## src/rtl/uart_hex_tx_if.sv

```systemverilog
`default_nettype none
// ============================================================================
// Module      : uart_hex_tx_if
// Description : Handshake bundle for the hex console formatter.
//               Host side : start, value (in)   busy, done (out)
//               UART side : tx_rdy (in)          tx_en, tx_data (out)
//               "master" is the formatter's view, "slave" is the view of the
//               host/UART pair that surrounds it.
// Parameters  : DIGITS - number of hex digits; value is 4*DIGITS bits wide.
// Revision    : 1.0 - initial release
// ============================================================================
interface uart_hex_tx_if #(
  parameter int DIGITS = 4
);
  logic                  start;
  logic [4*DIGITS-1:0]   value;
  logic                  busy;
  logic                  done;
  logic                  tx_en;
  logic [7:0]            tx_data;
  logic                  tx_rdy;

  modport master (
    input  start, value, tx_rdy,
    output busy, done, tx_en, tx_data
  );

  modport slave (
    output start, value, tx_rdy,
    input  busy, done, tx_en, tx_data
  );
endinterface
`default_nettype wire

```

## src/rtl/uart_hex_tx.sv

```systemverilog
`default_nettype none
// ============================================================================
// Module      : uart_hex_tx
// Description : Latches a binary value on start and hands it to the UART one
//               byte at a time as uppercase ASCII hex (MS nibble first),
//               followed by CR LF. Runs on the UART baud clock and follows
//               the UART tx_en/tx_rdy handshake.
// Ports       : tx_clk - baud-rate clock shared with the UART transmitter
//               rst    - asynchronous, active-high reset
//               bus    - uart_hex_tx_if.master (start/value/busy/done to the
//                        host, tx_en/tx_data/tx_rdy to the UART)
// Options     : define UART_HEX_TX_PREFIX_EN to send "0x" before the digits.
// Parameters  : DIGITS - hex digits per value, 1..8
// Revision    : 1.0 - initial release
// ============================================================================
module uart_hex_tx #(
  parameter int DIGITS = 4
) (
  input  logic           tx_clk,
  input  logic           rst,
  uart_hex_tx_if.master  bus
);

  localparam int W = 4 * DIGITS;

`ifdef UART_HEX_TX_PREFIX_EN
  localparam int PRE = 2;
`else
  localparam int PRE = 0;
`endif

  // Character slots: [prefix] digits CR LF. LAST_IDX is the index value
  // reached once the LF has been accepted.
  localparam logic [3:0] CR_IDX   = 4'(PRE + DIGITS);
  localparam logic [3:0] LF_IDX   = 4'(PRE + DIGITS + 1);
  localparam logic [3:0] LAST_IDX = 4'(PRE + DIGITS + 2);

  localparam logic [1:0] IDLE = 2'd0;
  localparam logic [1:0] SEND = 2'd1;
  localparam logic [1:0] WAIT = 2'd2;

  logic [1:0]   r_state;
  logic [3:0]   r_idx;
  logic [W-1:0] r_shreg;
  logic         r_tx_en;
  logic [7:0]   r_tx_data;
  logic         r_busy;
  logic         r_done;
  logic         w_in_prefix;

  // Byte for a character slot; nib is the nibble currently at the top of
  // the shift register and is only used for digit slots.
  function automatic logic [7:0] char_at(input logic [3:0] idx,
                                         input logic [3:0] nib);
    logic [7:0] c;
    if (idx == CR_IDX)
      c = 8'h0D;
    else if (idx == LF_IDX)
      c = 8'h0A;
`ifdef UART_HEX_TX_PREFIX_EN
    else if (idx == 4'd0)
      c = 8'h30;
    else if (idx == 4'd1)
      c = 8'h78;
`endif
    else if (nib < 4'd10)
      c = 8'h30 + {4'd0, nib};
    else
      c = 8'h37 + {4'd0, nib};   // 'A' - 10
    return c;
  endfunction

  // Prefix characters must not consume a nibble, otherwise the first digit
  // would be lost before it is sent.
`ifdef UART_HEX_TX_PREFIX_EN
  assign w_in_prefix = (r_idx < 4'd2);
`else
  assign w_in_prefix = 1'b0;
`endif

  always_ff @(posedge tx_clk or posedge rst) begin
    if (rst) begin
      r_state   <= IDLE;
      r_idx     <= 4'd0;
      r_shreg   <= '0;
      r_tx_en   <= 1'b0;
      r_tx_data <= 8'h00;
      r_busy    <= 1'b0;
      r_done    <= 1'b0;
    end else begin
      r_done <= 1'b0;
      case (r_state)
        IDLE: begin
          if (bus.start) begin
            r_shreg   <= bus.value;
            r_idx     <= 4'd0;
            r_busy    <= 1'b1;
            r_tx_data <= char_at(4'd0, bus.value[W-1 -: 4]);
            r_tx_en   <= 1'b1;
            r_state   <= SEND;
          end
        end
        SEND: begin
          // tx_en/tx_data stay put until the UART takes the byte.
          if (bus.tx_rdy) begin
            r_tx_en <= 1'b0;
            r_idx   <= r_idx + 4'd1;
            if (!w_in_prefix)
              r_shreg <= r_shreg << 4;
            r_state <= WAIT;
          end
        end
        WAIT: begin
          if (bus.tx_rdy) begin
            if (r_idx == LAST_IDX) begin
              r_done  <= 1'b1;
              r_busy  <= 1'b0;
              r_idx   <= 4'd0;
              r_state <= IDLE;
            end else begin
              r_tx_data <= char_at(r_idx, r_shreg[W-1 -: 4]);
              r_tx_en   <= 1'b1;
              r_state   <= SEND;
            end
          end
        end
        default: r_state <= IDLE;
      endcase
    end
  end

  assign bus.tx_en   = r_tx_en;
  assign bus.tx_data = r_tx_data;
  assign bus.busy    = r_busy;
  assign bus.done    = r_done;

endmodule
`default_nettype wire

```

## src/flat_wrapper.sv

```systemverilog
// flat-port wrapper written by rule: the top's interface ports become plain ports
module uart_hex_tx_flat 
#(
  parameter int DIGITS = 4
)
  (tx_clk, rst, bus_start, bus_value, bus_tx_rdy, bus_busy, bus_done, bus_tx_en, bus_tx_data);
  uart_hex_tx_if #(.DIGITS(DIGITS)) bus_i ();
  input  logic tx_clk;
  input  logic rst;
  input wire logic [$bits(bus_i.start)-1:0] bus_start;
  input wire logic [$bits(bus_i.value)-1:0] bus_value;
  input wire logic [$bits(bus_i.tx_rdy)-1:0] bus_tx_rdy;
  output wire logic [$bits(bus_i.busy)-1:0] bus_busy;
  output wire logic [$bits(bus_i.done)-1:0] bus_done;
  output wire logic [$bits(bus_i.tx_en)-1:0] bus_tx_en;
  output wire logic [$bits(bus_i.tx_data)-1:0] bus_tx_data;
  assign bus_i.start = bus_start;
  assign bus_i.value = bus_value;
  assign bus_i.tx_rdy = bus_tx_rdy;
  assign bus_busy = bus_i.busy;
  assign bus_done = bus_i.done;
  assign bus_tx_en = bus_i.tx_en;
  assign bus_tx_data = bus_i.tx_data;
  uart_hex_tx #(.DIGITS(DIGITS)) u_core (.tx_clk(tx_clk), .rst(rst), .bus(bus_i));
endmodule
```

## config.mk

```make
export PLATFORM = sky130hd
export DESIGN_NAME = uart_hex_tx_flat
export DESIGN_NICKNAME = d
export VERILOG_FILES = /design/src/rtl/uart_hex_tx_if.sv /design/src/rtl/uart_hex_tx.sv /design/src/flat_wrapper.sv
export SDC_FILE = /design/constraint.sdc
export NUM_CORES = 1
export LEC_CHECK = 0
export CAP_MARGIN = 10
export CORE_UTILIZATION = 55
export DETAILED_ROUTE_END_ITERATION = 12
export GPL_TIMING_DRIVEN = 0
export PLACE_DENSITY = 0.81
export SLEW_MARGIN = 0
export SYNTH_ARGS = -nofsm -noshare
export SYNTH_HDL_FRONTEND = slang
export SYNTH_SLANG_ARGS = --single-unit
```

## constraint.sdc

```tcl
create_clock -name tx_clk -period 4.58 [get_ports tx_clk]
set_clock_uncertainty 0.1 [all_clocks]
set_input_delay 0.687 -clock tx_clk [delete_from_list [all_inputs] [get_ports tx_clk]]
set_output_delay 0.687 -clock tx_clk [all_outputs]
set_load 0.05 [all_outputs]
```

==> results.sh, run 1 <==
export IMPL_timing_critical_path_required_ns=3.79
export IMPL_die_x_um=59.8
export IMPL_worst_pin_slew_ns=0.737
export IMPL_worst_r2r_cell_count=6
export IMPL_max_cap_violations=0
export IMPL_synth_warnings=0
export IMPL_synthCells=190
export IMPL_cp_num_buf_inv=1
export IMPL_antenna_diode_count=0
export IMPL_r2r_startpoint="u_core.r_idx[0]"
export IMPL_crit_path_cell_trace="clkdlybuf4s50_1"
export IMPL_worstSkewPairLatency_ns=0.36
export IMPL_start_util_pct=59.2
export IMPL_cpLargestDelayFamily="buffers and inverters"
export IMPL_num_fill_cells=254
export IMPL_mappedNetlistNets=216
export IMPL_grt_pass1_vias=1524
export IMPL_setup_slack_of_the_most_critical_reg_to_reg_path_ns=2.82
export IMPL_max_buffers_root_to_sink=2
export IMPL_area_growth_from_synthesis_to_layout_pct=24.9
export IMPL_avgSynthCellArea_um2=9.66
export IMPL_proportion_of_netlist_area_held_by_the_largest_area_contributor_pct=43.6
export IMPL_setup_slack_at_placement_ns=2.14
export IMPL_num_rows=20
export IMPL_portBuffers=28
export IMPL_number_of_antenna_violations_at_the_first_check_in_global_routing=0
export IMPL_clock_period_minus_final_worst_setup_slack_ns=2.32
export IMPL_io_pin_count=31
export IMPL_global_route_overflow_total=0
export IMPL_synth_area_top_cells="sky130_fd_sc_hd__dfrtp_1, sky130_fd_sc_hd__mux2i_1, sky130_fd_sc_hd__o21ai_0"
export IMPL_root_buffer="sky130_fd_sc_hd__clkbuf_4"
export IMPL_finalCoreUtilization_pct=73.9
export IMPL_routed_wl_mm=4.10
export IMPL_ctsResizeCount=0
export IMPL_grt_max_degree=33
export IMPL_post_drt_wl_per_cell_um=15.1
export IMPL_grt_pass1_wl_mm=6.83
export IMPL_cts_made_buffers=5
export IMPL_crit_path_max_incr_delay_ns=0.80
export IMPL_design_die_area_um2=3570
export IMPL_number_of_hold_repair_buffers_added_at_the_cts_stage=0
export IMPL_drc=0
export IMPL_holdCritStartpoint="u_core.bus.tx_data[5]"
export IMPL_finalHoldViolations=0
export IMPL_die_height_um=59.8
export IMPL_cp_start_kind="register"
export IMPL_floorplan_core_area_um2=3100
export IMPL_power_leakage_nw=1.08
export IMPL_startpoint="u_core.bus.tx_data[1]"
export IMPL_clk_pin_slew_worst_paths_ns=0.12
export IMPL_maxSlewHeadroom_pct=50.8
export IMPL_max_transition_viols_final=0
export IMPL_crit_arrival_ns=1.54
export IMPL_cts_tree="yes"
export IMPL_hold_end="u_core.bus.tx_data[5]"
export IMPL_post_synth_top_area_cell="sky130_fd_sc_hd__dfrtp_1"
export IMPL_synth_yosys_seq_area_share_pct=43.6
export IMPL_layout_nets=252
export IMPL_total_power_mw=1.54
export IMPL_synthesis_area_um2=1840
export IMPL_detail_route_iter0_violations=77
export IMPL_setup_viol=0
export IMPL_p_per_area_nw_per_um2=671
export IMPL_crit_slowest_cell="sky130_fd_sc_hd__clkdlybuf4s50_1"
export IMPL_synth_seq_cells=32
export IMPL_viasPerCell=5.74
export IMPL_min_path_type="register to register"
export IMPL_clock_sinks=32
export IMPL_clock_tree_htree_level_count=2
export IMPL_r2r_end="u_core.r_state[0]"
export IMPL_timing_final_ws_setup_ns=2.26
export IMPL_critPathCaptureType="output pin"
export IMPL_gp_congestion=0.812
export IMPL_holdPathStages=2
export IMPL_finalNonFillerCells=271
export IMPL_run_status="finished clean"
export IMPL_grt_use_total_pct=26.2
export IMPL_antenna_violation_net_count_after_detailed_routing=0
export IMPL_drive_above_1_share_pct=11.9
export IMPL_fmaxAchievable_mhz=431
export IMPL_final_setup_tns_ns=0
export IMPL_drt_pass1_iterations=4
export IMPL_hpwl_reported_at_the_end_of_detailed_placement_mm=3.02
export IMPL_post_synth_num_cell_types=38
export IMPL_setup_worst_path_class="register to output pin"
export IMPL_vdd_ir_drop_max_mv=0.356
export IMPL_place_inst=262
export IMPL_timing_final_crit_share_pct=50.7
export IMPL_timing_critical_path_fanout_max=2
export IMPL_route_vias_total=1555
export IMPL_unrepaired_setup_endpoints_after_global_routing="no"
export IMPL_postCtsSetupRepairBufs=0
[per-stage QoR]
step / area, um^2 / hold WS (ns)
floorplan: 1840 / 0.348
global route: 2290 / 0.419
finish: 2290 / 0.386
detailed placement: 2170 / 0.366
CTS: 2270 / 0.393
global placement: 2170 / 0.360
[cell families after synthesis]
group | share of synthesized area (%)
mux | 6.54
other cells | 0.204
simple gates | 15.6
flops | 43.6
xor+xnor | 0.955
buf+inv | 7.23
fa+ha+maj | 4.09
compound gates | 21.7
[state kept, by name, summed over array words and instances, names as in the netlist]
signal and cells:
u_core.bus.tx_data 7, u_core.bus.tx_en 1, u_core.r_idx 4, u_core.bus.busy 1
u_core.bus.done 1, u_core.r_state 2, u_core.r_shreg 16
[cell usage in the layout, fill, tap and decap left out, types with 4 or more instances in the layout]
cell type / count
sky130_fd_sc_hd__dfrtp_1: 32
sky130_fd_sc_hd__clkdlybuf4s50_1: 28
sky130_fd_sc_hd__nand2_1: 26
sky130_fd_sc_hd__o21ai_0: 23
sky130_fd_sc_hd__a21oi_1: 13
sky130_fd_sc_hd__mux2i_1: 12
sky130_fd_sc_hd__inv_1: 11
sky130_fd_sc_hd__o21ai_1: 6
sky130_fd_sc_hd__ha_1: 6
sky130_fd_sc_hd__buf_6: 5
sky130_fd_sc_hd__nor2b_1: 5
sky130_fd_sc_hd__nor2_1: 5
sky130_fd_sc_hd__clkbuf_4: 5
sky130_fd_sc_hd__buf_4: 4
[per-layer routing]
layer | track usage (%) | part of all wire [%]
met1 | 31.5 | 41
met5 | 0 | 0
met3 | 4.55 | 3.3
met4 | 12.0 | 2.1
met2 | 45.6 | 53
[Yosys cell counts]
| master | count |
|---|---|
| sky130_fd_sc_hd__a211oi_1 | 2 |
| sky130_fd_sc_hd__a21boi_0 | 3 |
| sky130_fd_sc_hd__a21o_1 | 3 |
| sky130_fd_sc_hd__a21oi_1 | 13 |
| sky130_fd_sc_hd__a311oi_1 | 2 |
| sky130_fd_sc_hd__a31oi_1 | 1 |
| sky130_fd_sc_hd__a32o_1 | 1 |
| sky130_fd_sc_hd__a32oi_1 | 1 |
| sky130_fd_sc_hd__a32oi_4 | 1 |
| sky130_fd_sc_hd__and2_1 | 2 |
| sky130_fd_sc_hd__and2b_1 | 2 |
| sky130_fd_sc_hd__and4b_1 | 1 |
| sky130_fd_sc_hd__buf_2 | 1 |
| sky130_fd_sc_hd__buf_4 | 4 |
| sky130_fd_sc_hd__buf_6 | 5 |
| sky130_fd_sc_hd__conb_1 | 1 |
| sky130_fd_sc_hd__dfrtp_1 | 32 |
| sky130_fd_sc_hd__ha_1 | 6 |
| sky130_fd_sc_hd__inv_1 | 11 |
| sky130_fd_sc_hd__mux2i_1 | 12 |
| sky130_fd_sc_hd__nand2_1 | 26 |
| sky130_fd_sc_hd__nand2b_1 | 1 |
| sky130_fd_sc_hd__nand2b_4 | 1 |
| sky130_fd_sc_hd__nand3_1 | 3 |
| sky130_fd_sc_hd__nand3b_1 | 1 |
| sky130_fd_sc_hd__nand3b_4 | 1 |
| sky130_fd_sc_hd__nor2_1 | 5 |
| sky130_fd_sc_hd__nor2b_1 | 5 |
| sky130_fd_sc_hd__nor2b_2 | 1 |
| sky130_fd_sc_hd__nor2b_4 | 1 |
| sky130_fd_sc_hd__nor3_1 | 2 |
| sky130_fd_sc_hd__o21ai_0 | 23 |
| sky130_fd_sc_hd__o21ai_1 | 6 |
| sky130_fd_sc_hd__o21ai_2 | 3 |
| sky130_fd_sc_hd__o31ai_1 | 3 |
| sky130_fd_sc_hd__o32a_1 | 1 |
| sky130_fd_sc_hd__or2_1 | 1 |
| sky130_fd_sc_hd__xnor2_1 | 2 |
[final cells by class]
| cell class | instances | area (um^2) | share of cell area, % |
|---|---|---|---|
| buffer | 10 | 91.3 | 3.98 |
| clock buffer | 7 | 65.1 | 2.84 |
| clock inverter | 1 | 30.0 | 1.31 |
| inverter | 11 | 41.3 | 1.80 |
| multi-input combinational | 137 | 902 | 39.3 |
| sequential | 32 | 801 | 34.9 |
| tap | 44 | 55.1 | 2.40 |
| timing repair buffer | 29 | 308 | 13.4 |
[power by group]
| group | total (mW) | switching (mW) | internal [mW] | leakage [nW] |
|---|---|---|---|---|
| Combinational | 0.793 | 0.469 | 0.324 | 0.623 |
| Clock | 0.250 | 0.106 | 0.145 | 0.0515 |
| Sequential | 0.495 | 0.0934 | 0.401 | 0.403 |
| Total | 1.54 | 0.668 | 0.870 | 1.08 |
[how the worst max path moves through the flow]
stage                            end  depth (start not counted)
2_1_floorplan  u_core.bus.tx_data[2]                          6
3_3_place_gp   u_core.bus.tx_data[2]                          7
3_5_place_dp   u_core.bus.tx_data[2]                          7
4_1_cts                     bus_busy                          1
5_1_grt                     bus_busy                          1
6_report              bus_tx_data[1]                          1
(Power assumes the default switching activity.)
==> run 2, diff against run 1 <==
--- a/config.mk
+++ b/config.mk
@@ -6,10 +6,10 @@
 export NUM_CORES = 1
 export LEC_CHECK = 0
 export CAP_MARGIN = 10
-export CORE_UTILIZATION = 55
+export CORE_UTILIZATION = 53
 export DETAILED_ROUTE_END_ITERATION = 12
 export GPL_TIMING_DRIVEN = 0
-export PLACE_DENSITY = 0.81
+export PLACE_DENSITY = 0.79
 export SLEW_MARGIN = 0
 export SYNTH_ARGS = -nofsm -noshare
 export SYNTH_HDL_FRONTEND = slang
==> constraint.sdc (replaced) <==
create_clock -name tx_clk -period 2.25 [get_ports tx_clk]
set_clock_uncertainty 0.1 [all_clocks]
set_input_delay 0.3375 -clock tx_clk [delete_from_list [all_inputs] [get_ports tx_clk]]
set_output_delay 0.3375 -clock tx_clk [all_outputs]
set_load 0.05 [all_outputs]
==> run 2 against run 1 <==
Net effect:
- cell area is 1.4% lower
- non-clock buffer count unchanged
- worst hold slack got worse by 0.25 ns
- wire length down 2.5%
- power is 93% higher
- die area rose by 3.6%
- via count fell by 3.5%
- sequential power is 100% higher
- combinational power increased by 100%
- global-route usage fell by 3.0 points
- setup slack got worse by 2.0 ns
- sequential share of layout area increased by 0.48 points
- critical path type unchanged
- highest routed layer unchanged
==> results.sh, run 2 (synthesis gave the netlist of run 1 again) <==
export IMPL_die_x_um=60.9
export IMPL_cpLargestDelayFamily="buffers and inverters"
export IMPL_io_pin_count=31
export IMPL_layout_nets=252
export IMPL_cp_start_kind="register"
export IMPL_final_setup_tns_ns=0
export IMPL_timing_critical_path_required_ns=1.81
export IMPL_max_transition_viols_final=0
export IMPL_number_of_antenna_violations_at_the_first_check_in_global_routing=0
export IMPL_share_comb_of_total_power_pct=54.0
export IMPL_drive_above_1_share_pct=11.9
export IMPL_portBuffers=28
export IMPL_min_path_type="input port to register"
export IMPL_worst_r2r_cell_count=6
export IMPL_grt_max_degree=33
export IMPL_largest_reg_flops=16
export IMPL_timing_critical_path_fanout_max=3
export IMPL_drc=0
export IMPL_grt_pass1_vias=1448
export IMPL_cts_made_buffers=5
export IMPL_cts_tree="yes"
export IMPL_critPathCaptureType="output pin"
export IMPL_root_buffer="sky130_fd_sc_hd__clkbuf_4"
export IMPL_timing_final_crit_share_pct=88.2
export IMPL_power_switching_mw=1.34
export IMPL_ctsResizeCount=0
export IMPL_route_vias_total=1501
export IMPL_vdd_ir_drop_max_mv=0.579
export IMPL_number_of_hold_repair_buffers_added_at_the_cts_stage=0
export IMPL_hpwl_reported_at_the_end_of_detailed_placement_mm=2.89
export IMPL_internal_power_mw=1.63
export IMPL_num_fill_cells=286
export IMPL_detail_route_iter0_violations=44
export IMPL_unrepaired_setup_endpoints_after_global_routing="no"
export IMPL_power_frac_seq_pct=34.0
export IMPL_num_rows=21
export IMPL_setup_worst_path_class="register to output pin"
export IMPL_drt_pass1_iterations=4
export IMPL_setup_slack_of_the_most_critical_reg_to_reg_path_ns=0.49
export IMPL_gp_congestion=0.825
export IMPL_switching_share_pct=45.2
export IMPL_power_leakage_nw=1.06
export IMPL_r2r_startpoint="u_core.r_idx[0]"
export IMPL_antenna_diode_count=0
export IMPL_clock_tree_htree_level_count=2
export IMPL_crit_path_max_incr_delay_ns=0.82
export IMPL_max_flop_register="u_core.r_shreg"
export IMPL_final_common_cell="sky130_fd_sc_hd__dfrtp_1"
export IMPL_crit_path_cell_trace="clkdlybuf4s50_1"
export IMPL_worst_pin_slew_ns=0.741
export IMPL_max_buffers_root_to_sink=2
export IMPL_setup_viol=0
export IMPL_design_die_area_um2=3700
export IMPL_share_clk_of_total_power_pct=12.0
export IMPL_finalHoldViolations=0
export IMPL_holdCritStartpoint="bus_tx_rdy"
export IMPL_fmaxAchievable_mhz=504
export IMPL_start_util_pct=55.0
export IMPL_die_height_um=60.9
export IMPL_grt_use_total_pct=23.3
export IMPL_global_route_overflow_total=0
export IMPL_crit_slowest_cell="sky130_fd_sc_hd__clkdlybuf4s50_1"
export IMPL_viasPerCell=5.50
export IMPL_clock_sinks=32
export IMPL_worstSkewPairLatency_ns=0.34
export IMPL_commonest_cells_after_routing_fill_and_taps_aside="sky130_fd_sc_hd__dfrtp_1, sky130_fd_sc_hd__clkdlybuf4s50_1, sky130_fd_sc_hd__nand2_1, sky130_fd_sc_hd__o21ai_0, sky130_fd_sc_hd__a21oi_1"
export IMPL_run_status="finished clean"
export IMPL_clk_pin_slew_worst_paths_ns=0.11
export IMPL_max_cap_violations=0
export IMPL_total_power_mw=2.97
export IMPL_p_per_area_nw_per_um2=1310
export IMPL_postCtsSetupRepairBufs=0
export IMPL_place_inst=264
export IMPL_floorplan_core_area_um2=3340
export IMPL_maxSlewHeadroom_pct=50.6
export IMPL_holdPathStages=2
export IMPL_finalNonFillerCells=273
export IMPL_routed_wl_mm=4.00
export IMPL_area_growth_from_synthesis_to_layout_pct=23.2
export IMPL_crit_arrival_ns=1.55
export IMPL_clock_period_minus_final_worst_setup_slack_ns=1.99
export IMPL_cp_num_buf_inv=1
export IMPL_hold_end="u_core.r_state[1]"
export IMPL_post_drt_wl_per_cell_um=14.7
export IMPL_r2r_end="u_core.r_idx[3]"
export IMPL_grt_pass1_wl_mm=6.31
export IMPL_antenna_violation_net_count_after_detailed_routing=0
-- run 2: cell count changes in the layout (fill, tap and decap cells not counted), sizes merged --
cell,previous run,this run
clkbuf,7,6
clkinv,0,2
bufinv,1,0
-- run 2: cell type report --
| type | count | area [um^2] | area share, % |
|---|---|---|---|
| Multi-Input combinational cell | 137 | 902 | 39.9 |
| Clock buffer | 6 | 51.3 | 2.27 |
| Buffer | 10 | 91.3 | 4.04 |
| Clock inverter | 2 | 10.0 | 0.442 |
| Timing Repair Buffer | 29 | 308 | 13.6 |
| Tap cell | 46 | 57.6 | 2.54 |
| Sequential cell | 32 | 801 | 35.4 |
| Inverter | 11 | 41.3 | 1.83 |
-- run 2: worst max-delay path by stage --
stage                               start                     to  slack (ns)  depth (start not counted)
after floorplan           u_core.r_idx[0]        u_core.r_idx[3]        0.67                          6
after global placement      bus_value[13]  u_core.bus.tx_data[2]        0.18                          7
after detailed placement    bus_value[13]  u_core.bus.tx_data[2]        0.15                          7
after CTS                 u_core.bus.busy               bus_busy        0.26                          1
after global routing      u_core.bus.busy               bus_busy        0.22                          1
final                     u_core.bus.busy               bus_busy        0.26                          1
-- run 2: power groups by stage --
stage	Sequential, mW	Clock, mW	Combinational [mW]
6_report	1.01	0.355	1.60
4_1_cts	1.00	0.359	1.60
2_1_floorplan	1.22	0	0.951
5_1_grt	1.04	0.389	1.76
3_3_place_gp	0.993	0	1.54
3_5_place_dp	1.02	0	1.59
-- run 2: routing by layer --
| layer | vias to the layer above | GRT usage, % | part of all wire, % |
|---|---|---|---|
| met3 | 5 | 5.97 | 3.7 |
| met2 | 41 | 40.2 | 52 |
| met1 | 722 | 28.0 | 43 |
| met4 | 0 | 8.44 | 1.2 |
| li1 | 733 | - | - |
| met5 | - | 0 | 0 |
-- run 2: through the flow --
step,utilization [%],setup slack (ns),hold slack [ns],instance area [um^2]
after floorplan,-,0.668,0.348,1840
after global placement,65.1,0.178,0.363,2170
after detailed placement,65.1,0.151,0.370,2170
after CTS,67.0,0.256,0.132,2230
after global routing,67.8,0.221,0.121,2260
final,67.8,0.264,0.136,2260
==> run 3, diff against run 2 <==
--- a/config.mk
+++ b/config.mk
@@ -6,10 +6,11 @@
 export NUM_CORES = 1
 export LEC_CHECK = 0
 export CAP_MARGIN = 10
-export CORE_UTILIZATION = 53
+export CORE_UTILIZATION = 55
 export DETAILED_ROUTE_END_ITERATION = 12
+export DONT_BUFFER_PORTS = 1
 export GPL_TIMING_DRIVEN = 0
-export PLACE_DENSITY = 0.79
+export PLACE_DENSITY = 0.69
 export SLEW_MARGIN = 0
 export SYNTH_ARGS = -nofsm -noshare
 export SYNTH_HDL_FRONTEND = slang
==> run 3 against run 2 <==
Net effect:
- sequential power grew 25%
- via count fell by 5.6%
- global-route usage rose by 0.82 points
- critical path type is now register to register
- non-clock buffer count down 27
- critical path depth rose by 6
- sequential cell count did not move
- clock power about the same
- cell area shrank 12%
- largest power group is now registers
- cell count down 11%
- sequential share of layout area is 4.9 points higher
- core utilization shrank 3.7 points
==> results.sh, run 3 (synthesis gave the netlist of run 1 again) <==
export IMPL_run_status="finished clean"
export IMPL_vdd_ir_drop_max_mv=0.759
export IMPL_power_switching_mw=1.30
export IMPL_io_pin_count=31
export IMPL_clock_sinks=32
export IMPL_clock_period_minus_final_worst_setup_slack_ns=1.78
export IMPL_drt_pass1_iterations=4
export IMPL_portBuffers=0
export IMPL_num_fill_cells=286
export IMPL_cpLargestDelayFamily="flip-flops"
export IMPL_share_clk_of_total_power_pct=12.7
export IMPL_final_setup_tns_ns=0
export IMPL_max_transition_viols_final=0
export IMPL_layout_nets=225
export IMPL_area_growth_from_synthesis_to_layout_pct=8.38
export IMPL_register_area_um2=801
export IMPL_grt_use_total_pct=24.1
export IMPL_crit_arrival_ns=1.92
export IMPL_detail_route_iter0_violations=72
export IMPL_grt_pass1_vias=1384
export IMPL_number_of_antenna_violations_at_the_first_check_in_global_routing=0
export IMPL_worstSkewPairLatency_ns=0.35
export IMPL_die_x_um=59.8
export IMPL_antenna_violation_net_count_after_detailed_routing=0
export IMPL_crit_slowest_cell="sky130_fd_sc_hd__dfrtp_1"
export IMPL_max_cap_violations=0
export IMPL_cts_tree="yes"
export IMPL_maxSlewHeadroom_pct=56.5
export IMPL_cts_made_buffers=5
export IMPL_route_vias_total=1417
export IMPL_min_path_type="input port to register"
export IMPL_setup_viol=0
export IMPL_place_inst=234
export IMPL_internal_power_mw=1.48
export IMPL_final_common_cell="sky130_fd_sc_hd__dfrtp_1"
export IMPL_grt_pass1_wl_mm=6.22
export IMPL_global_route_overflow_total=0
export IMPL_viasPerCell=5.81
export IMPL_design_die_area_um2=3570
export IMPL_finalNonFillerCells=244
export IMPL_power_leakage_nw=0.960
export IMPL_finalHoldViolations=0
export IMPL_num_rows=20
export IMPL_timing_critical_path_required_ns=2.39
export IMPL_clk_pin_slew_worst_paths_ns=0.11
export IMPL_post_drt_wl_per_cell_um=14.9
export IMPL_clock_tree_htree_level_count=2
export IMPL_fmaxAchievable_mhz=563
export IMPL_gp_congestion=0.874
export IMPL_setup_worst_path_class="register to register"
export IMPL_crit_path_max_incr_delay_ns=0.45
export IMPL_cp_start_kind="register"
export IMPL_drive_above_1_share_pct=13.5
export IMPL_critPathCaptureType="register"
export IMPL_share_comb_of_total_power_pct=41.8
export IMPL_commonest_cells_after_routing_fill_and_taps_aside="sky130_fd_sc_hd__dfrtp_1, sky130_fd_sc_hd__nand2_1, sky130_fd_sc_hd__o21ai_0, sky130_fd_sc_hd__a21oi_1, sky130_fd_sc_hd__mux2i_1"
export IMPL_p_per_area_nw_per_um2=1400
export IMPL_cp_num_buf_inv=2
export IMPL_grt_max_degree=33
export IMPL_worst_pin_slew_ns=0.652
export IMPL_hpwl_reported_at_the_end_of_detailed_placement_mm=2.75
export IMPL_start_util_pct=59.2
export IMPL_switching_share_pct=46.7
export IMPL_drc=0
export IMPL_largest_reg_flops=16
export IMPL_timing_critical_path_fanout_max=10
export IMPL_floorplan_core_area_um2=3100
export IMPL_timing_final_crit_share_pct=79.0
export IMPL_multi_input_comb_area_um2=902
export IMPL_die_height_um=59.8
export IMPL_crit_path_cell_trace="inv_1 > ha_1 > nand3b_4 > a32oi_4 > buf_6 > nand2_1 > o31ai_1"
export IMPL_max_flop_register="u_core.r_shreg"
export IMPL_routed_wl_mm=3.63
export IMPL_antenna_diode_count=0
export IMPL_unrepaired_setup_endpoints_after_global_routing="no"
export IMPL_root_buffer="sky130_fd_sc_hd__clkbuf_4"
export IMPL_power_frac_seq_pct=45.5
export IMPL_max_buffers_root_to_sink=2
[run 3: changes by cell type in the layout (fill, tap and decap cells not counted)]
cell / delta
sky130_fd_sc_hd__clkdlybuf4s50_1: -28
sky130_fd_sc_hd__dlygate4sd3_1: +1
[run 3: metal layers]
metal / global-route usage (%) / part of all wire (%) / vias up
li1: - / - / 685
met1: 28.2 / 43 / 688
met2: 41.4 / 51 / 37
met3: 5.19 / 3.7 / 7
met4: 12.0 / 1.8 / 0
met5: 0 / 0 / -
[run 3: final timing paths]
| path | start | end | slack, ns | cells past startpoint |
|---|---|---|---|---|
| max | u_core.r_idx[0] | u_core.bus.tx_data[4] | 0.47 | 7 |
| min reg2reg | u_core.r_shreg[10] | u_core.r_shreg[10] | 0.39 | 2 |
| min in group asynchronous | rst | u_core.r_shreg[3] | 0.41 | 2 |
| min | bus_value[2] | u_core.r_shreg[2] | 0.08 | 2 |
| max reg2reg | u_core.r_idx[0] | u_core.bus.tx_data[4] | 0.47 | 7 |
| max in group asynchronous | rst | u_core.bus.tx_data[3] | 1.12 | 3 |
[run 3: timing repair]
item | in CTS | in global routing
gates resized for setup | 0 | 0
setup buffers | 0 | 0
hold buffers | 0 | 1
endpoints found under the hold margin | 0 | 15
[run 3: stage by stage]
step / hold WS [ns] / cell area, um^2 / setup slack (ns) / power, mW / util, %
2_1_floorplan: 0.348 / 1840 / 0.668 / 2.17 / -
3_5_place_dp: 0.374 / 1890 / 0.497 / 2.43 / 60.9
5_1_grt: 0.0849 / 1990 / 0.314 / 3.00 / 64.1
4_1_cts: 0.0762 / 1950 / 0.463 / 2.78 / 62.9
6_report: 0.0808 / 1990 / 0.473 / 2.78 / 64.1
3_3_place_gp: 0.366 / 1890 / 0.549 / 2.36 / 60.9
[run 3: layout make-up]
class / instances / area share [%]
buffer: 10 / 4.59
clock buffer: 6 / 2.58
clock inverter: 2 / 0.503
inverter: 11 / 2.08
multi-input combinational: 137 / 45.3
sequential: 32 / 40.3
tap: 44 / 2.77
timing repair buffer: 2 / 1.89
[run 3: power by group through the flow]
stage          Sequential [mW]  Clock [mW]  Combinational [mW]
2_1_floorplan             1.22           0               0.951
3_3_place_gp              1.25           0                1.11
3_5_place_dp              1.27           0                1.16
4_1_cts                   1.26       0.360                1.16
5_1_grt                   1.31       0.390                1.31
6_report                  1.26       0.352                1.16
==> edit 1, RTL diff (config.mk and constraints of run 1) <==
`DIGITS` is set to 4 in 3 places; all go to 5. Comments in the files are not updated.
--- a/src/rtl/uart_hex_tx_if.sv
+++ b/src/rtl/uart_hex_tx_if.sv
@@ -12,3 +12,3 @@
 interface uart_hex_tx_if #(
-  parameter int DIGITS = 4
+  parameter int DIGITS = 5
 );
--- a/src/rtl/uart_hex_tx.sv
+++ b/src/rtl/uart_hex_tx.sv
@@ -16,3 +16,3 @@
 module uart_hex_tx #(
-  parameter int DIGITS = 4
+  parameter int DIGITS = 5
 ) (
--- a/src/flat_wrapper.sv
+++ b/src/flat_wrapper.sv
@@ -3,3 +3,3 @@
 #(
-  parameter int DIGITS = 4
+  parameter int DIGITS = 5
 )
Ports: changed (resized bus_value); port bits go from 31 to 35. No check against the original RTL was run, so the function may have changed too.
==> edit 1 against run 1 <==
Global-route usage decreased by 3.5 points; register-to-register slack about the same; worst setup slack improved by 25 ps; highest routed layer unchanged; worst hold slack about the same; largest power group unchanged; area after synthesis increased by 4.5%; sequential cell count increased by 4; design area increased by 4.6%; routed wire length decreased by 7.9%; combinational power decreased by 5.4%; total power decreased by 3.8%; die area increased by 4.3%.
==> edit 1: results (changes against run 1) <==
* Count of different cell masters after synthesis: 39 (+2.6%)
- The synthesized instance count was 206 (+8.4%).
- The share of cell area taken by muxes after synthesis is 0.08937 (+0.02393).
- The placed cell count was 286 (+9.2%).
- Pin count of the biggest net entering global routing: 20 (-39%)
* Sequential element share of the synthesized area: 0.4697 (+0.03340)
- Compound-Gate Fraction of Synth Area: 0.1859 (-0.03154)
* Destination of the worst hold path: u_core.bus.tx_data[1]
* Reg-to-Reg End: u_core.r_shreg[3]
* Leakage power: 0.001134 uW (+5.3%)
- The global router's overall resource usage is 0.2270 (-0.03536).
- The total routed wirelength came to 3777 um (-7.9%).
- The pin slew with the least headroom to its limit came to 767.1 ps (+29.63 ps).
- Number of fill cells: 292 (+15%)
- Post-detail-place hpwl: 2832 um (-6.2%)
- Global-route wire length before repair: 6106 um (-11%)
- The flow ran to the end, and the final reports show no timing, DRC or antenna violations.
- In this run the most critical hold path is launched from u_core.bus.tx_data[1].
* Nets: 276 (+9.5%)
- Instance area at placement: 0.002333 mm^2 (+7.5%)
- The number of global-route vias before repair was 1413 (-7.3%).
- The clock transition at the registers of the reported paths was 100 ps (-20 ps).
- The via count was 1592 (+2.4%).
- The violation count after the first detailed-route iteration was 52 (-32%).
- Drt wl/cell: 12.89 um (-15%)
- The post-synthesis share of cell area spent on xor and xnor gates was 0.009132 (-0.0004109).
* Count of port buffers added during placement: 33 (+18%)
- The weighted congestion reported at the end of routability-driven placement was 0.8356 (+3.0%).
- By area the synthesized netlist is led by dfrtp_1 47%, mux2i_1 8.3%, nand2_1 6.8%.
- In this run the critical register-to-register path is launched from u_core.r_state[0].
==> edit 1: per-layer routing <==
metal	vias up	track usage	routed length [um]
met5	-	0	0
met4	0	0.08117	59
met3	8	0.06092	157
met2	44	0.4037	1925
met1	750	0.2626	1634
li1	790	-	-
==> edit 1: final cells by class <==
cell class,instances,area (um^2),share of cell area
tap,46,57.56,0.02400
clock buffer,7,65.06,0.02713
multi-input combinational,148,919.6,0.3834
buffer,12,60.06,0.02504
inverter,10,37.54,0.01565
sequential,36,900.9,0.3756
timing repair buffer,34,357.8,0.1492
==> edit 1: worst min-delay path, cell delays in order, from the launching register on <==
cell and delay, ps:
dfrtp_1 350, nand2_1 50, o21ai_0 60
==> edit 1: stage by stage <==
stage | setup slack [ps] | power, uW | hold WS, ps
2_1_floorplan | 2847 | 1090 | 354.9
3_3_place_gp | 2135 | 1275 | 359.8
3_5_place_dp | 2092 | 1300 | 369.5
4_1_cts | 2255 | 1489 | 391.6
5_1_grt | 2209 | 1596 | 406.3
6_report | 2282 | 1481 | 386.2
==> edit 1: worst max path at each step <==
stage,from,endpoint,depth (start not counted)
floorplan,bus_value[16],u_core.bus.tx_data[2],6
global placement,bus_tx_rdy,u_core.r_shreg[3],7
detailed placement,bus_tx_rdy,u_core.r_shreg[3],7
CTS,u_core.bus.tx_data[0],bus_tx_data[0],1
global route,u_core.bus.tx_data[0],bus_tx_data[0],1
finish,u_core.bus.tx_data[0],bus_tx_data[0],1
==> edit 1: power by group <==
part	total (uW)	internal [uW]	switching [uW]
combinational	750	303	447
clock	186	87.0	99.3
sequential	544	449	94.8
==> edit 2, RTL diff (config.mk and constraints of run 1) <==
Without the edit above. Compare `r_idx` against `LAST_IDX` with >= in place of ==.
--- a/src/rtl/uart_hex_tx.sv
+++ b/src/rtl/uart_hex_tx.sv
@@ -114,3 +114,3 @@
           if (bus.tx_rdy) begin
-            if (r_idx == LAST_IDX) begin
+            if (r_idx >= LAST_IDX) begin
               r_done  <= 1'b1;
Function: no difference found for any inputs over 10 cycles, from zero or initial values and one cycle with rst high; that may be too few to reach the edited logic, so the function may still have changed.
==> edit 2 against run 1 <==
Total power decreased by 0.79%; design area fell by 0.98%; sequential share of layout area up 0.35 points; die area shrank 0.93%; worst setup slack improved by 17 ps; utilization down 0.73 points; routed wire length decreased by 11%; area after synthesis shrank 0.95%; sequential cell count is the same; largest cell class unchanged; largest power group unchanged.
==> edit 2: results (changes against run 1) <==
* Worst setup path startpoint: u_core.bus.tx_en
- The post-synthesis cell type count was 46 (+21%).
* Number of cells in the finished layout apart from fillers: 272 (+0.37%)
* Leakage power: 0.001029 uW (-4.5%)
- The tightest min-delay check is of the reg -> reg type.
- The net switching share of the total power is 0.4374 (+0.003133).
- The number of nets in the layout was 253 (+0.40%).
* Share of synthesized flip-flops with an asynchronous set or reset: 1.000 (unchanged)
* Worst Hold Margin: 382.8 ps (-3.640 ps)
- The global router's overall resource usage was 0.2390 (-0.02343).
* Destination of the worst hold path: u_core.bus.tx_data[6]
- The total routed wire length on the met1 layer was 1563 um (-8.0%).
- Detailed Route Iter0 Violations: 50 (-35%)
- Most numerous cell types in the synthesized netlist: 32 x dfrtp_1, 28 x nand2_1, 17 x o21ai_0, 10 x nor2_1, 9 x inv_1
- In this run the most critical hold path is launched from u_core.bus.tx_data[6].
- Number of global-route vias before repair: 1501 (-1.5%)
- GR Util met2: 0.4414 (-0.01414)
- The share of total power in sequential cells was 0.329 (+0.007).
* Met1 demand-to-capacity share in global routing: 0.2648 (-0.05049)
- The net switching power figure is 667.7 uW (about the same).
- Result of the run: complete, no violations
* Clock network latency to the later pin of the worst-skew pair: 340 ps (-20 ps)
* Drt wl/cell: 13.37 um (-12%)
- The placed cell count came to 263 (+0.38%).
- Post-detail-place hpwl: 2722 um (-9.9%)
- Pre-CTS worst setup slack: 2266 ps (+128.2 ps)
* Maximum fanout encountered on the critical timing path: 3 (+1)
* Sequential element share of the synthesized area: 0.4405 (+0.004204)
* Avg Inst Size Synth: 9.568 um^2 (-0.95%)
- The filler cell count was 278 (+9.4%).
* Power consumed by combinational cells: 813 uW (+2.5%)
- The global-route wire length before repair came to 6223 um (-8.9%).
* VDD IR-drop max: 0.3347 mV (-5.9%)
- Pin count of the biggest net entering global routing: 33 (unchanged)
* Layout cell share with drive strength beyond 1: 0.1447 (+0.02579)
- Synth top area cells: dfrtp_1 44%, nand2_1 5.8%, o21ai_0 4.7%
- Arrival @ worst endpoint: 1520 ps (-20 ps)
* Reg-to-Reg End: u_core.r_idx[0]
* Placer congestion estimate: 0.8231 (+1.4%)
- Count of port buffers added during placement: 29 (+3.6%)
- Detailed route wirelength on metal2: 1880 um (-14%)
- The routed length on met3 is 119 um (-13%).
* Fraction of met3 tracks used by global routing: 0.04585 (+0.0003970)
- End of the critical path: bus_tx_en
- Instance area at placement: 0.002163 mm^2 (-0.35%)
## edit 2: worst min-delay path, stage by stage, from the launching register on
cell and delay (ps):
dfrtp_1 350, nand2_1 60, o21ai_2 50
## edit 2: kinds of logic (layout without fill, tap and decap cells)
kind of cell               count (synthesis)  in the layout  synth area share
and+or+nand+nor                           61             61            0.1845
AOI/OAI and AO/OA                         60             60            0.2092
DFF                                       32             32            0.4405
buffers and inverters                     19             57           0.06262
muxes                                      9              9           0.05024
adders and majority gates                  6              6           0.04129
xor gates and xnor gates                   2              2          0.009637
other                                      1              1          0.002063
## edit 2: area by class of cell
type                       instances  share of cell area
timing repair buffer              30              0.1399
tap                               44             0.02424
sequential                        32              0.3526
inverter                           9             0.01488
clock inverter                     3             0.01873
buffer                            10             0.03526
multi-input combinational        139              0.3978
clock buffer                       5             0.01653
